--- config.mk ---
export PLATFORM = sky130hd
export DESIGN_NAME = reindeer_wb_uart_tx
export DESIGN_NICKNAME = d
export VERILOG_FILES = /design/src/rtl/reindeer_wb_uart_tx_pkg.sv /design/src/rtl/reindeer_sync_fifo.sv /design/src/rtl/reindeer_wb_uart_tx.sv
export SDC_FILE = /design/constraint.sdc
export NUM_CORES = 1
export LEC_CHECK = 0
export CAP_MARGIN = 20
export CORE_UTILIZATION = 40
export DETAILED_ROUTE_END_ITERATION = 6
export GPL_TIMING_DRIVEN = 0
export HOLD_SLACK_MARGIN = 0.15
export PLACE_DENSITY_LB_ADDON = 0.08
export SLEW_MARGIN = 30
export SYNTH_ARGS = -nofsm -noshare
export SYNTH_HDL_FRONTEND = slang
export SYNTH_HIERARCHICAL = 1
export SYNTH_SLANG_ARGS = --single-unit
--- constraint.sdc ---
create_clock -name clk -period 6.8 [get_ports clk]
set_input_delay 1.36 -clock clk [delete_from_list [all_inputs] [get_ports clk]]
set_output_delay 1.36 -clock clk [all_outputs]
set_load 0.02 [all_outputs]
--- src/rtl/reindeer_wb_uart_tx_pkg.sv ---
// Shared definitions for the Wishbone UART transmitter.
// Contents: register word offsets relative to BASE_ADDR, STATUS bit positions,
// and the transmit FSM state type.
package reindeer_wb_uart_tx_pkg;

  // Register word offsets
  localparam int unsigned DATA_OFS   = 0;
  localparam int unsigned STATUS_OFS = 1;

  // STATUS register layout
  localparam int unsigned ST_BUSY_BIT  = 0;
  localparam int unsigned ST_FULL_BIT  = 1;
  localparam int unsigned ST_EMPTY_BIT = 2;
  localparam int unsigned ST_OVF_BIT   = 3;
  localparam int unsigned ST_CNT_LSB   = 4;
  localparam int unsigned ST_CNT_W     = 5;

  typedef enum logic [1:0] {
    IDLE  = 2'd0,
    START = 2'd1,
    DATA  = 2'd2,
    STOP  = 2'd3
  } tx_state_e;

endpackage

--- src/rtl/reindeer_sync_fifo.sv ---
// Synchronous first-word-fall-through FIFO.
// Ports: clk, reset (async, active-high), clr (sync clear), push/push_data,
// pop/pop_data (pop_data shows the head entry whenever not empty),
// full, empty, count (0..DEPTH).
// Pushes while full and pops while empty are ignored, so callers may drive
// push/pop freely and read full/empty for their own bookkeeping.
module reindeer_sync_fifo #(
  parameter int unsigned DEPTH = 8,
  parameter int unsigned WIDTH = 8
) (
  input  logic                       clk,
  input  logic                       reset,
  input  logic                       clr,
  input  logic                       push,
  input  logic [WIDTH-1:0]           push_data,
  input  logic                       pop,
  output logic [WIDTH-1:0]           pop_data,
  output logic                       full,
  output logic                       empty,
  output logic [$clog2(DEPTH):0]     count
);

  localparam int unsigned AW = $clog2(DEPTH);
  localparam int unsigned CW = AW + 1;

  logic [WIDTH-1:0] mem_q [DEPTH];
  logic [AW-1:0]    wr_ptr_q, wr_ptr_d;
  logic [AW-1:0]    rd_ptr_q, rd_ptr_d;
  logic [CW-1:0]    count_q, count_d;
  logic             do_push, do_pop;

  assign full    = (count_q == CW'(DEPTH));
  assign empty   = (count_q == '0);
  assign do_push = push & ~full & ~clr;
  assign do_pop  = pop & ~empty & ~clr;

  // NOTE: every always_comb output gets a default first so no path leaves it
  // unassigned; that is what keeps synthesis from inferring a latch.
  always_comb begin
    wr_ptr_d = wr_ptr_q;
    rd_ptr_d = rd_ptr_q;
    count_d  = count_q;
    if (clr) begin
      wr_ptr_d = '0;
      rd_ptr_d = '0;
      count_d  = '0;
    end else begin
      // Pointers wrap naturally because DEPTH is a power of two.
      if (do_push) wr_ptr_d = wr_ptr_q + AW'(1);
      if (do_pop)  rd_ptr_d = rd_ptr_q + AW'(1);
      case ({do_push, do_pop})
        2'b10:   count_d = count_q + CW'(1);
        2'b01:   count_d = count_q - CW'(1);
        default: count_d = count_q;
      endcase
    end
  end

  always_ff @(posedge clk or posedge reset) begin
    if (reset) begin
      wr_ptr_q <= '0;
      rd_ptr_q <= '0;
      count_q  <= '0;
    end else begin
      wr_ptr_q <= wr_ptr_d;
      rd_ptr_q <= rd_ptr_d;
      count_q  <= count_d;
    end
  end

  // NOTE: the storage array has no reset; occupancy is tracked by the
  // pointers and count, so stale contents are never observed.
  always_ff @(posedge clk) begin
    if (do_push) mem_q[wr_ptr_q] <= push_data;
  end

  assign pop_data = mem_q[rd_ptr_q];
  assign count    = count_q;

endmodule

--- src/rtl/reindeer_wb_uart_tx.sv ---
// Wishbone-attached UART transmitter (8N1, LSB first) with a TX FIFO.
// Ports: clk, reset (async, active-high), sync_reset (same effect, sync);
// Wishbone read port (WB_RD_*) and write port (WB_WR_*), one word address
// each; TXD serial output (idles high).
// Registers: DATA at BASE_ADDR (write pushes a byte, reads 0),
// STATUS at BASE_ADDR+1 (busy, full, empty, sticky overflow, FIFO count).
module reindeer_wb_uart_tx
  import reindeer_wb_uart_tx_pkg::*;
#(
  parameter int unsigned BAUD_DIV         = 868,
  parameter int unsigned FIFO_DEPTH       = 8,
  parameter int unsigned BASE_ADDR        = 8'h10,
  parameter int unsigned MM_REG_ADDR_BITS = 8
) (
  input  logic                        clk,
  input  logic                        reset,
  input  logic                        sync_reset,
  input  logic                        WB_RD_CYC_I,
  input  logic                        WB_RD_STB_I,
  input  logic [MM_REG_ADDR_BITS-1:0] WB_RD_ADR_I,
  output logic [31:0]                 WB_RD_DAT_O,
  output logic                        WB_RD_ACK_O,
  input  logic                        WB_WR_CYC_I,
  input  logic                        WB_WR_STB_I,
  input  logic                        WB_WR_WE_I,
  input  logic [3:0]                  WB_WR_SEL_I,
  input  logic [MM_REG_ADDR_BITS-1:0] WB_WR_ADR_I,
  input  logic [31:0]                 WB_WR_DAT_I,
  output logic                        WB_WR_ACK_O,
  output logic                        TXD
);

  localparam int unsigned CNT_W = $clog2(BAUD_DIV);
  localparam int unsigned FCW   = $clog2(FIFO_DEPTH) + 1;
  localparam logic [CNT_W-1:0] CNT_LOAD = CNT_W'(BAUD_DIV - 1);
  localparam logic [MM_REG_ADDR_BITS-1:0] DATA_ADDR   = MM_REG_ADDR_BITS'(BASE_ADDR + DATA_OFS);
  localparam logic [MM_REG_ADDR_BITS-1:0] STATUS_ADDR = MM_REG_ADDR_BITS'(BASE_ADDR + STATUS_OFS);

  // Bus decode
  logic wr_req, wr_hit_data, wr_hit_status, wr_accept;
  logic rd_accept, rd_is_status;
  logic push_req, ovf_set;

  // FIFO interface
  logic           fifo_pop, fifo_full, fifo_empty;
  logic [7:0]     fifo_rdata;
  logic [FCW-1:0] fifo_count;

  // Register-file flops
  logic        wr_ack_q, wr_ack_d;
  logic        rd_ack_q, rd_ack_d;
  logic [31:0] rd_dat_q, rd_dat_d;
  logic        ovf_q, ovf_d;
  logic [31:0] status_word;

  // Transmit FSM flops
  tx_state_e        state_q;
  logic [CNT_W-1:0] cnt_q;
  logic [2:0]       bit_idx_q;
  logic [7:0]       shift_q;
  logic             txd_q;

  // Only the low byte and its lane select carry meaning for DATA writes.
  logic unused_wr_bits;
  assign unused_wr_bits = ^{WB_WR_DAT_I[31:8], WB_WR_SEL_I[3:1]};

  assign wr_req        = WB_WR_CYC_I & WB_WR_STB_I & WB_WR_WE_I;
  assign wr_hit_data   = wr_req & (WB_WR_ADR_I == DATA_ADDR);
  assign wr_hit_status = wr_req & (WB_WR_ADR_I == STATUS_ADDR);
  assign wr_accept     = wr_hit_data | wr_hit_status;

  assign rd_is_status  = (WB_RD_ADR_I == STATUS_ADDR);
  assign rd_accept     = WB_RD_CYC_I & WB_RD_STB_I &
                         ((WB_RD_ADR_I == DATA_ADDR) | rd_is_status);

  // A full FIFO rejects the byte even if the FSM pops on the same edge.
  assign push_req = wr_hit_data & WB_WR_SEL_I[0] & ~sync_reset;
  assign ovf_set  = push_req & fifo_full;
  assign fifo_pop = (state_q == IDLE) & ~fifo_empty & ~sync_reset;

  reindeer_sync_fifo #(
    .DEPTH (FIFO_DEPTH),
    .WIDTH (8)
  ) u_fifo (
    .clk       (clk),
    .reset     (reset),
    .clr       (sync_reset),
    .push      (push_req),
    .push_data (WB_WR_DAT_I[7:0]),
    .pop       (fifo_pop),
    .pop_data  (fifo_rdata),
    .full      (fifo_full),
    .empty     (fifo_empty),
    .count     (fifo_count)
  );

  always_comb begin
    status_word = '0;
    status_word[ST_BUSY_BIT]  = (state_q != IDLE);
    status_word[ST_FULL_BIT]  = fifo_full;
    status_word[ST_EMPTY_BIT] = fifo_empty;
    status_word[ST_OVF_BIT]   = ovf_q;
    status_word[ST_CNT_LSB +: ST_CNT_W] = ST_CNT_W'(fifo_count);
  end

  always_comb begin
    wr_ack_d = wr_accept;
    rd_ack_d = rd_accept;
    rd_dat_d = rd_dat_q;
    if (rd_accept) rd_dat_d = rd_is_status ? status_word : 32'h0;
    // Clear-on-read, but an overflow on the same edge must survive.
    ovf_d = ovf_q;
    if (rd_accept && rd_is_status) ovf_d = 1'b0;
    if (ovf_set)                   ovf_d = 1'b1;
  end

  always_ff @(posedge clk or posedge reset) begin
    if (reset) begin
      wr_ack_q <= 1'b0;
      rd_ack_q <= 1'b0;
      rd_dat_q <= '0;
      ovf_q    <= 1'b0;
    end else if (sync_reset) begin
      wr_ack_q <= 1'b0;
      rd_ack_q <= 1'b0;
      rd_dat_q <= '0;
      ovf_q    <= 1'b0;
    end else begin
      wr_ack_q <= wr_ack_d;
      rd_ack_q <= rd_ack_d;
      rd_dat_q <= rd_dat_d;
      ovf_q    <= ovf_d;
    end
  end

  // Transmit FSM. txd_q is loaded with the level of the state being entered,
  // so TXD is glitch-free and changes exactly on bit boundaries.
  // NOTE: sequential state uses non-blocking assignments so every flop samples
  // pre-edge values regardless of statement order.
  always_ff @(posedge clk or posedge reset) begin
    if (reset) begin
      state_q   <= IDLE;
      cnt_q     <= '0;
      bit_idx_q <= '0;
      shift_q   <= '0;
      txd_q     <= 1'b1;
    end else if (sync_reset) begin
      state_q   <= IDLE;
      cnt_q     <= '0;
      bit_idx_q <= '0;
      shift_q   <= '0;
      txd_q     <= 1'b1;
    end else begin
      case (state_q)
        IDLE: begin
          txd_q <= 1'b1;
          if (!fifo_empty) begin
            shift_q <= fifo_rdata;
            cnt_q   <= CNT_LOAD;
            txd_q   <= 1'b0;
            state_q <= START;
          end
        end
        START: begin
          if (cnt_q == '0) begin
            cnt_q     <= CNT_LOAD;
            bit_idx_q <= '0;
            txd_q     <= shift_q[0];
            state_q   <= DATA;
          end else begin
            cnt_q <= cnt_q - CNT_W'(1);
          end
        end
        DATA: begin
          if (cnt_q == '0) begin
            cnt_q <= CNT_LOAD;
            if (bit_idx_q == 3'd7) begin
              txd_q   <= 1'b1;
              state_q <= STOP;
            end else begin
              // Present the next bit now; the shifted register holds it at [0].
              shift_q   <= shift_q >> 1;
              txd_q     <= shift_q[1];
              bit_idx_q <= bit_idx_q + 3'd1;
            end
          end else begin
            cnt_q <= cnt_q - CNT_W'(1);
          end
        end
        STOP: begin
          if (cnt_q == '0) begin
            txd_q   <= 1'b1;
            state_q <= IDLE;
          end else begin
            cnt_q <= cnt_q - CNT_W'(1);
          end
        end
        default: begin
          txd_q   <= 1'b1;
          state_q <= IDLE;
        end
      endcase
    end
  end

  assign WB_WR_ACK_O = wr_ack_q;
  assign WB_RD_ACK_O = rd_ack_q;
  assign WB_RD_DAT_O = rd_dat_q;
  assign TXD         = txd_q;

endmodule
# Word-level counts from Yosys, hierarchy flattened
# Memory sizes are Yosys's and may differ from the RTL's.
# Cells that the tools add are included.
[word_totals]
regBits = 69
latch_bits = 0
ram_bits = 64
mem_bits_ro = 0
inputBits = 60
output_inout_bits = 35
wordCells = 120
memories = 1
[memory_table]
columns = ["memory", "words", "word_bits", "rd", "rd_clocked_by_memory_dff", "write_ports", "line_no", "text"]
rows = [
  ["u_fifo.mem_q", 8, 8, 1, 0, 1, "reindeer_sync_fifo.sv:26", "logic [WIDTH-1:0] mem_q [DEPTH];"],
]
[classes]
addsub = 6
n_mul = 0
div_mod_pow = 0
magnitude_cmp = 0
n_eq_ne = 18
shift = 0
muxes = 45
bitwise = 20
reduce_logical = 18
[ops]
columns = ["op", "count"]
rows = [
  ["$mux 32", 2],
  ["$mux 10", 4],
  ["$mux 8", 5],
  ["$eq 8x5->1 const B", 4],
  ["$pmux 10 s3", 1],
  ["$mux 3", 8],
  ["$ne 3x3->1 const B", 7],
  ["$pmux 8 s2", 1],
  ["$and 1x1->1", 15],
  ["$mux 1", 13],
  ["$mux 2", 6],
  ["$reduce_bool 3->1", 4],
  ["$logic_not 10->1", 1],
  ["$sub 10x1->10 const B", 1],
  ["$add 3x1->3 const B", 3],
  ["$pmux 2 s4", 1],
  ["$pmux 4 s2", 1],
  ["$reduce_and 4->1", 2],
  ["$reduce_bool 2->1", 4],
  ["$eq 2x2->1 const B", 3],
  ["$pmux 3 s2", 1],
  ["$reduce_and 5->1", 1],
  ["$add 4x1->4 const B", 1],
  ["$eq 2x1->1 const B", 2],
  ["13 further kinds", 16],
]

# Longest topological paths before layout
# Gate-level depths: netlist of run 1.
[logic_depth]
ltp_word = 10
mapped_depth = 13
depth_no_buf = 12

# By module
# The synthesis of run 1 kept the hierarchy.
[modules_own_cells]
columns = ["mod", "n_inst", "cells_each", "area_per_inst_um2", "seq_area_each_um2"]
rows = [
  ["reindeer_sync_fifo", 1, 171, 3128.0, 2172.1],
  ["reindeer_wb_uart_tx", 1, 244, 2168.3, 877.1],
]

# Worst setup path after synthesis of run 1
# OpenSTA, ideal clock, no wires.
[synth_path]
path_type = "input-to-reg"
from = "input WB_WR_ADR_I[3]"
to = "memory u_fifo.mem_q[0][0] (enable)"
setup_ns = 0.383
t_arrival_ns = 3.349
required_time_ns = 6.417
slack_ns = 3.068
stages = 7
n_path_buf = 1
cell_sequence = "nor4b_1 -> and3_1 -> and3b_1 -> clkbuf_1 -> nand2_1 -> or3_1 -> nor3_1"
[synth_between]
elab_chain_cells = 8
[synth_rtl]
columns = ["element", "line_no", "text"]
rows = [
  ["start, declared", "reindeer_wb_uart_tx.sv:27", "input logic [MM_REG_ADDR_BITS-1:0] WB_WR_ADR_I,"],
  ["$eq 8x5->1", "reindeer_wb_uart_tx.sv:68", "assign wr_hit_data = wr_req & (WB_WR_ADR_I == DATA_ADDR);"],
  ["$and 1x1->1", "reindeer_wb_uart_tx.sv:68", ""],
  ["$and 1x1->1 (2 in a row)", "reindeer_wb_uart_tx.sv:77", "assign push_req = wr_hit_data & WB_WR_SEL_I[0] & ~sync_reset;"],
  ["named net push_req", "reindeer_wb_uart_tx.sv:42", "logic push_req, ovf_set;"],
  ["$and 1x1->1 (2 in a row)", "reindeer_sync_fifo.sv:34", "assign do_push = push & ~full & ~clr;"],
  ["$mux 1", "reindeer_sync_fifo.sv:74", "if (do_push) mem_q[wr_ptr_q] <= push_data;"],
  ["$mux 1 (not written as such)", "reindeer_sync_fifo.sv:74", ""],
  ["end, declared", "reindeer_sync_fifo.sv:26", ""],
]
# The timed path passes the listed nets, and every way through them passes these cells.

# Final worst setup path of run 1
[layout_path]
from = "input sync_reset"
to = "memory u_fifo.mem_q[6][3] (enable)"
[layout_between]
elab_chain_cells = 6
[layout_rtl]
columns = ["element", "line_no", "text"]
rows = [
  ["start, declared", "reindeer_wb_uart_tx.sv:17", "input logic sync_reset,"],
  ["$not 1->1", "reindeer_wb_uart_tx.sv:77", ""],
  ["$and 1x1->1", "reindeer_wb_uart_tx.sv:77", ""],
  ["named net push_req", "reindeer_wb_uart_tx.sv:42", ""],
  ["$and 1x1->1 (2 in a row)", "reindeer_sync_fifo.sv:34", ""],
  ["$mux 1", "reindeer_sync_fifo.sv:74", ""],
  ["$mux 1 (not written as such)", "reindeer_sync_fifo.sv:74", ""],
]
# The timed path passes the listed nets, and every way through them passes these cells.

==> results of run 1 <==
how the worst min path moves through the flow:
stage / start / to / slack [ns] / cells past startpoint
after detailed placement: WB_RD_DAT_O[3] / WB_RD_DAT_O[3] / 0.51 / 2
after global placement: WB_RD_DAT_O[2] / WB_RD_DAT_O[2] / 0.51 / 2
after global routing: WB_RD_DAT_O[2] / WB_RD_DAT_O[2] / 0.55 / 2
after CTS: WB_RD_DAT_O[3] / WB_RD_DAT_O[3] / 0.52 / 2
after floorplan: cnt_q[6] / cnt_q[6] / 0.48 / 2
final: WB_RD_DAT_O[0] / WB_RD_DAT_O[0] / 0.52 / 2
critical path, cell delays in order:
cell and delay [ns]:
sky130_fd_sc_hd__clkdlybuf4s50_1 0.69, sky130_fd_sc_hd__nor4bb_1 0.35, sky130_fd_sc_hd__and3_1 0.19, sky130_fd_sc_hd__and3b_1 0.19, sky130_fd_sc_hd__clkbuf_1 0.34, sky130_fd_sc_hd__nand2_1 0.17, sky130_fd_sc_hd__or3_1 0.42, sky130_fd_sc_hd__nor2_1 0.74
power groups by stage:
stage	Clock [W]	Sequential, W	Combinational (W)
2_1_floorplan	0	0.000771	0.000241
3_3_place_gp	0	0.000775	0.000329
3_5_place_dp	0	0.000775	0.000330
4_1_cts	0.000538	0.000761	0.000333
5_1_grt	0.000559	0.000766	0.000382
6_report	0.000522	0.000762	0.000332
layout make-up:
cell class / count / area share (%)
Sequential cell: 109 / 47.8
Buffer: 41 / 4.06
Multi-Input combinational cell: 276 / 32.0
Timing Repair Buffer: 45 / 7.25
Tap cell: 172 / 3.37
Clock buffer: 12 / 4.18
Inverter: 12 / 0.706
Clock inverter: 4 / 0.608
cell usage after synthesis, types with 5 or more instances:
master / n / area [µm²]
sky130_fd_sc_hd__edfxtp_1: 64 / 1920
sky130_fd_sc_hd__dfrtp_1: 44 / 1100
sky130_fd_sc_hd__nor2_1: 31 / 116
sky130_fd_sc_hd__a21oi_1: 28 / 140
sky130_fd_sc_hd__buf_4: 25 / 188
sky130_fd_sc_hd__o21ai_0: 24 / 120
sky130_fd_sc_hd__nand2_1: 20 / 75.1
sky130_fd_sc_hd__mux4_2: 16 / 360
sky130_fd_sc_hd__inv_1: 12 / 45.0
sky130_fd_sc_hd__nand3_1: 12 / 60.1
sky130_fd_sc_hd__nor3_1: 12 / 60.1
sky130_fd_sc_hd__clkbuf_1: 11 / 41.3
sky130_fd_sc_hd__ha_1: 11 / 138
sky130_fd_sc_hd__mux2_2: 8 / 90.1
sky130_fd_sc_hd__a211oi_1: 5 / 37.5
sky130_fd_sc_hd__mux2i_1: 5 / 50.1
registers in the layout, summed over array words and instances, names as in the netlist:
name             cells
TXD                  1
WB_RD_ACK_O          1
WB_RD_DAT_O          8
WB_WR_ACK_O          1
bit_idx_q            3
cnt_q               10
ovf_q                1
shift_q              8
state_q              2
u_fifo/count         4
u_fifo/mem_q        64
u_fifo/rd_ptr_q      3
u_fifo/wr_ptr_q      3
kinds of logic (layout without fill, tap and decap cells):
family          after synthesis  in the layout  share of synthesized area, %
buf+inv                      53            114                          5.74
simple gates                116            116                          11.9
other cells                   1             24                        0.0708
flops                       109            109                          57.6
compound gates               88             88                          11.2
fa+ha+maj                    12             12                          2.98
xor+xnor                      7              7                          1.16
mux                          29             29                          9.45
stage by stage:
| stage | util (%) | setup slack [ns] | cells | instance area [µm²] |
|---|---|---|---|---|
| after floorplan | - | 3.07 | 438 | 5380 |
| after global placement | 47.1 | 1.46 | 652 | 6020 |
| after detailed placement | 47.5 | 1.89 | 655 | 6070 |
| after CTS | 49.9 | 2.25 | 671 | 6380 |
| after global routing | 50.0 | 1.99 | 671 | 6380 |
| final | 50.0 | 2.30 | 671 | 6380 |
metal layers:
layer	vias up	routed length (µm)	GRT usage, %
met3	8	441	3.35
met4	0	142	5.06
met1	1656	4970	23.0
met5	-	0	0
li1	1671	-	-
met2	81	5330	29.7
==> out/summary.md, run 1 <==
For this run the aggregate overflow at the end of global routing stands at 0. Leaving out fill and tap cells, the most frequent cell in the layout is sky130_fd_sc_hd__edfxtp_1. The tree built by TritonCTS fans out to 109 sinks.

Input and output buffers added on the ports amount to 42. Of all nets on the critical path, the largest fanout is 12. Clock tree buffer depth: 2. During I/O placement, the number of pins put on the boundary was 95. Power share of the clock group: 32.3%. Summing every instance area after synthesis gives 5300 µm². Category of the most critical setup path: primary input to flip-flop. The top cell types in the final layout, fill and taps aside, are sky130_fd_sc_hd__edfxtp_1 (64), sky130_fd_sc_hd__dfrtp_1 (44), sky130_fd_sc_hd__clkdlybuf4s50_1 (42).

For this block, the initial DRC count from the detailed router was 152. At the worst endpoint, the arrival time is 4.47 ns. The highest clock rate was 222 MHz; the wire length of the first global-routing pass was 17,800 µm. The switching part of the total was 28.9%; the number of antenna-violating nets in the routed design was 0. After layout, the minimum clock period comes to 4.50 ns.

For the max-capacitance violation count, the log shows 0. The number of H-tree branching levels was 3. Worst min-delay path category: flip-flop to flip-flop. The final max-slew violation count was 0; the fraction of final layout cells with drive strength greater than 1 was 18.4%. A synthesized cell averages 12.8 µm². Dividing the detail-routed via count by the number of cells gives 5.09. In the synthesized netlist the dominant register cell turns out to be sky130_fd_sc_hd__edfxtp_1.

The floorplan row count is 41. Sequential fraction of the synthesis area: 57.6%. For this run, design rule violations remaining after detail routing come to 0.

The Yosys step of the flow raised 6 warnings. The post-cts repair resize count is 0, and the number of buffers inserted by hold repair at cts is 0. STA puts the critical path data required time at 6.77 ns.

The via count of the first global-routing pass is 3,413. Global routing used 17.5% of the available tracks. The synthesized design contains 64 enable-type register cells. The total power per unit cell area is 253 nW/µm², and the final cycle utilization of the critical path is 66.1%. TritonCTS built the clock tree. The tightest hold path in the finished design has a slack of 0.519 ns. The number of storage elements in the synthesis netlist works out to 109.

The number of buffers added for setup after CTS is 0, and the total number of vias is 3,416. Total negative setup slack: 0 ns. The static leakage is 2.49 nW, and the area growth from synthesis to final layout is 20.5%. Routability-driven placement finished with a final weighted congestion of 0.820. Summing all flip-flop and latch instances after layout gives 3050 µm². Tracing the worst setup path back leads to its startpoint at sync_reset. Entering global routing, the biggest net connects 20 pins. The run gives 566 as the net total in the final layout.

The combinational power share was 20.6%. For the peak supply drop, the log shows 199 µV. Synthesis handed over a netlist of 415 instances. The placeable core region is 12,800 µm². The routed length per instance is 16.2 µm, and the final routed wirelength across all metal layers is 10,900 µm. The nature of the critical path endpoint is a flip-flop. The clock network latency to the later pin of the worst-skew pair is 0.35 ns. Registers are responsible for 47.1% of the overall power. The repair_antennas step left the layout with diodes totalling 0. The logs give 36.8% for the worst slew margin relative to its limit and 9 for the number of buffers added by the clock tree synthesis step. The buffer type at the clock tree root is sky130_fd_sc_hd__clkbuf_16. The run finished with clean final reports. The number of detailed-route iterations in the first pass is 4. Horizontal die dimension: 117 µm.

Detailed placement finished with a half-perimeter wire length of 7710 µm. Setup repair after global routing left no endpoint under its margin. The tools report the startpoint class of the critical path as a primary input.

The startpoint identified for the worst register-to-register timing path is state_q[0]. The die is 117 µm tall. The post-layout total power is 0.00162 W, and the minimum setup slack among reg-to-reg paths is 3.22 ns.

The area enclosed by the die boundary is 13,700 µm². Across the routed clock network, the largest skew measured is 0.00663 ns. The number of different library cells used by synthesis comes to 68.

Summing all multi-input logic gate instances after layout gives 2040 µm². At the pin with the least slew margin, the transition time is 0.945 ns. Internal power comes to 0.00115 W.

In this run the worst setup path terminates at u_fifo/mem_q[6][3]. The count of endpoints failing setup in the final report was 0. The depth of the worst register-to-register path came out at 13.

The number of endpoints with negative hold slack in the final report was 0. The starting density of the core is 41.5%. After clock tree synthesis, the clock-pin slew on the worst setup and hold paths is 0.07 ns. For this design the total switching power over the nets is 0.000468 W. Fill cells in the final layout number 1,142. Counting flops with an async set or reset pin after synthesis yields a share of 41.3%.

In this run the critical register-to-register path is captured at u_fifo/count[3]. The initial antenna violation count came out at 0.
No activity file was read; power rests on OpenSTA's default activity.
==> run 2, diff against run 1 <==
clock period = 4.15 ns   (was 6.8 ns; I/O delays follow)
==> run 2 against run 1 <==
Sequential share of layout area barely moved. First-iteration DRC count is 14% higher. Non-clock buffer count unchanged. Via count barely moved. Critical path depth unchanged. Combinational power grew 64%. Flip-flop and latch count unchanged. Register-to-register slack lost 2.7 ns. Worst hold slack unchanged. Critical path type unchanged. Largest power group unchanged. Highest routed layer unchanged.
==> out/summary.md, run 2 (synthesis results as in run 1) <==
The run finished with clean final reports. The tool flagged a number of max-cap violations equal to 0. Detailed placement finished with a half-perimeter wire length of 7710 µm. The congestion estimate from routability-driven global placement came to 0.820. The area enclosed by the die boundary came out at 13,700 µm². Leaving out fill and tap cells, the most frequent cells in the layout are sky130_fd_sc_hd__edfxtp_1 (64), sky130_fd_sc_hd__dfrtp_1 (44), sky130_fd_sc_hd__clkdlybuf4s50_1 (41). Instance count on the critical path: 8.

The count of endpoints failing setup in the final report was 0. The number of detailed-route iterations in the first pass is 4. Area growth from synthesis to final layout: 20.5%.

The internal power was 0.00188 W; the height of the die was 117 µm. The initial antenna violation count is 0, and the count of non-filler cells in the finished layout is 671. The number of buffers added by the clock tree synthesis step was 9. Summed over all cells, the static leakage comes to 2.50 nW.

The switching power total was 0.000766 W. STA puts the critical path data arrival time at 3.59 ns. The critical path contains buffers and inverters numbering 2 combined. The combinational power share was 20.6%.

The cell count after placement is 655. Ranked by flip-flop count, first place goes to u_fifo/mem_q. The worst-case clock skew is 0.00651 ns.

The final route contains 3,413 vias. The signal on the critical path passes through clkdlybuf4s50_1 > nor4b_1 > and3_1 > and3b_1 > clkbuf_1 > nand2_1 > or3_1 > nor2_1. For the floorplan row count, the log shows 41. The starting density of the core is 41.5%, and the transition at the pin with the smallest max-transition slack is 0.945 ns.

Setup repair after global routing left no endpoint under its margin. For the placeable core region, the log shows 12,800 µm². The setup path with the least slack is of type primary input to flip-flop. The largest individual stage delay along the critical path comes from the cell sky130_fd_sc_hd__nor2_1.

Subtracting the final worst setup slack from the clock period gives 3.62 ns. Leaving out fill and tap cells, the most frequent cell in the layout is sky130_fd_sc_hd__edfxtp_1. The depth of the worst register-to-register path works out to 13. STA classifies the critical path startpoint as a primary input. The number of endpoints with negative hold slack in the final report is 0, and the post-route DRC violation count is 0. The largest registers in the layout are u_fifo/mem_q (64), cnt_q (10). Entering global routing, the biggest net connects 20 pins. The total overflow reported by the global router is 0.

The CTS sink count is 109, and the number of filler cells placed in the layout is 1,143. The post-route netlist has 18.4% of its cells at a drive strength greater than 1. The first global-routing pass estimated 17,800 µm of wire. On the final layout, the worst hold slack is 0.519 ns. For this run, the top clock speed supported by timing is 276 MHz. Pin placement for this block handled 95 I/O pins. In this run the worst path has a maximum fanout of 9. The final critical path takes up 87.2% of the cycle. Global routing consumed, over all layers together, 17.5% of the routing resources. The number of buffers added for setup after CTS was 0. 0 antenna diodes ended up in the layout. The routed length per instance is 16.2 µm, and the number of H-tree branching levels is 3.

For the final max-slew violation count, the log shows 0. In this run the power density over the cells is 415 nW/µm². The cell depth of the worst min-delay path was 2. The logs give 3050 µm² for the combined flip-flop and latch cell area and 2040 µm² for the multi-input combinational cell area.

The via count of the first global-routing pass was 3,413; the count of buffers from port buffering was 42. The final layout contains 566 nets. The cell type group with the largest total delay on the critical path was simple AND/OR/NAND/NOR gates.

At the later pin of the worst-skew pair, clock insertion delay measures 0.35 ns. Clock-pin slew was measured on the worst setup and hold paths at 0.07 ns. The clock tree buffer depth came out at 2. The post-layout total power was 0.00265 W. The peak supply drop was 326 µV; the share of power burned in registers was 47.1%. The worst setup path is captured at a flip-flop. For the number of antenna-violating nets in the routed design, the log shows 0. Headroom to the max-slew limit came out at 36.8%.

TritonCTS built the clock tree. The root buffer cell chosen for the clock tree is sky130_fd_sc_hd__clkbuf_16. The worst min-delay path category was flip-flop to flip-flop. In this design, the stage delay of the slowest critical-path cell is 0.74 ns. The tools report the power share of the clock group as 32.3%. The run gives 4.12 ns as the required time at the worst-slack endpoint. The via-per-instance ratio was 5.09; the starting DRC count in detailed routing was 173. The die is 117 µm wide. Measured on the finished design, the core utilization comes to 50.0%. The number of flip-flops under the largest register name is 64, and the switching part of the total is 28.9%. After detailed routing, the total wire length is 10,900 µm.
==> run 2: timing repair <==
item                                    4_1_cts  5_1_grt
hold buffers                                  0        0
gates resized for setup                       0        1
endpoints found under the setup margin        0       17
==> run 2: stage by stage <==
stage          area (µm²)  setup WS [ns]  TNS (ns)
3_3_place_gp         6020         -0.662    -13.10
3_5_place_dp         6070         -0.228     -5.05
2_1_floorplan        5380          0.948         0
5_1_grt              6380          0.209         0
4_1_cts              6380          0.130         0
6_report             6380          0.533         0
==> run 2: area by class of cell <==
cell class	count	share of cell area (%)
Sequential cell	109	47.8
Buffer	41	4.06
Tap cell	172	3.37
Inverter	12	0.706
Multi-Input combinational cell	276	32.0
Clock buffer	12	4.17
Clock inverter	4	0.608
Timing Repair Buffer	45	7.29
==> run 2: worst paths after layout <==
check	from	to	slack, ns
hold / removal	WB_RD_DAT_O[0]	WB_RD_DAT_O[0]	0.52
setup reg to reg	state_q[0]	u_fifo/count[3]	0.57
min in group asynchronous	reset	u_fifo/wr_ptr_q[0]	0.82
setup / recovery	WB_WR_ADR_I[3]	u_fifo/mem_q[6][3]	0.53
max in group asynchronous	reset	TXD	2.79
hold reg to reg	WB_RD_DAT_O[0]	WB_RD_DAT_O[0]	0.52
==> run 2: power groups by stage <==
stage                     combinational, W  clock (W)  sequential [W]
after CTS                         0.000545   0.000881         0.00125
after detailed placement          0.000541          0         0.00127
after floorplan                   0.000395          0         0.00126
final                             0.000544   0.000855         0.00125
after global placement            0.000539          0         0.00127
after global routing              0.000627   0.000916         0.00126
==> run 2: metal layers <==
metal / vias to the layer above / track usage (%) / wire length, µm
met1: 1661 / 23.0 / 5010
met2: 73 / 29.7 / 5340
li1: 1671 / - / -
met5: - / 0 / 0
met3: 8 / 3.35 / 405
met4: 0 / 5.06 / 142
==> run 2: worst min-delay path, cell delays in order, from the launching register on <==
cell and delay [ns]:
sky130_fd_sc_hd__dfrtp_1 0.38, sky130_fd_sc_hd__nand2_1 0.06, sky130_fd_sc_hd__a21oi_1 0.05
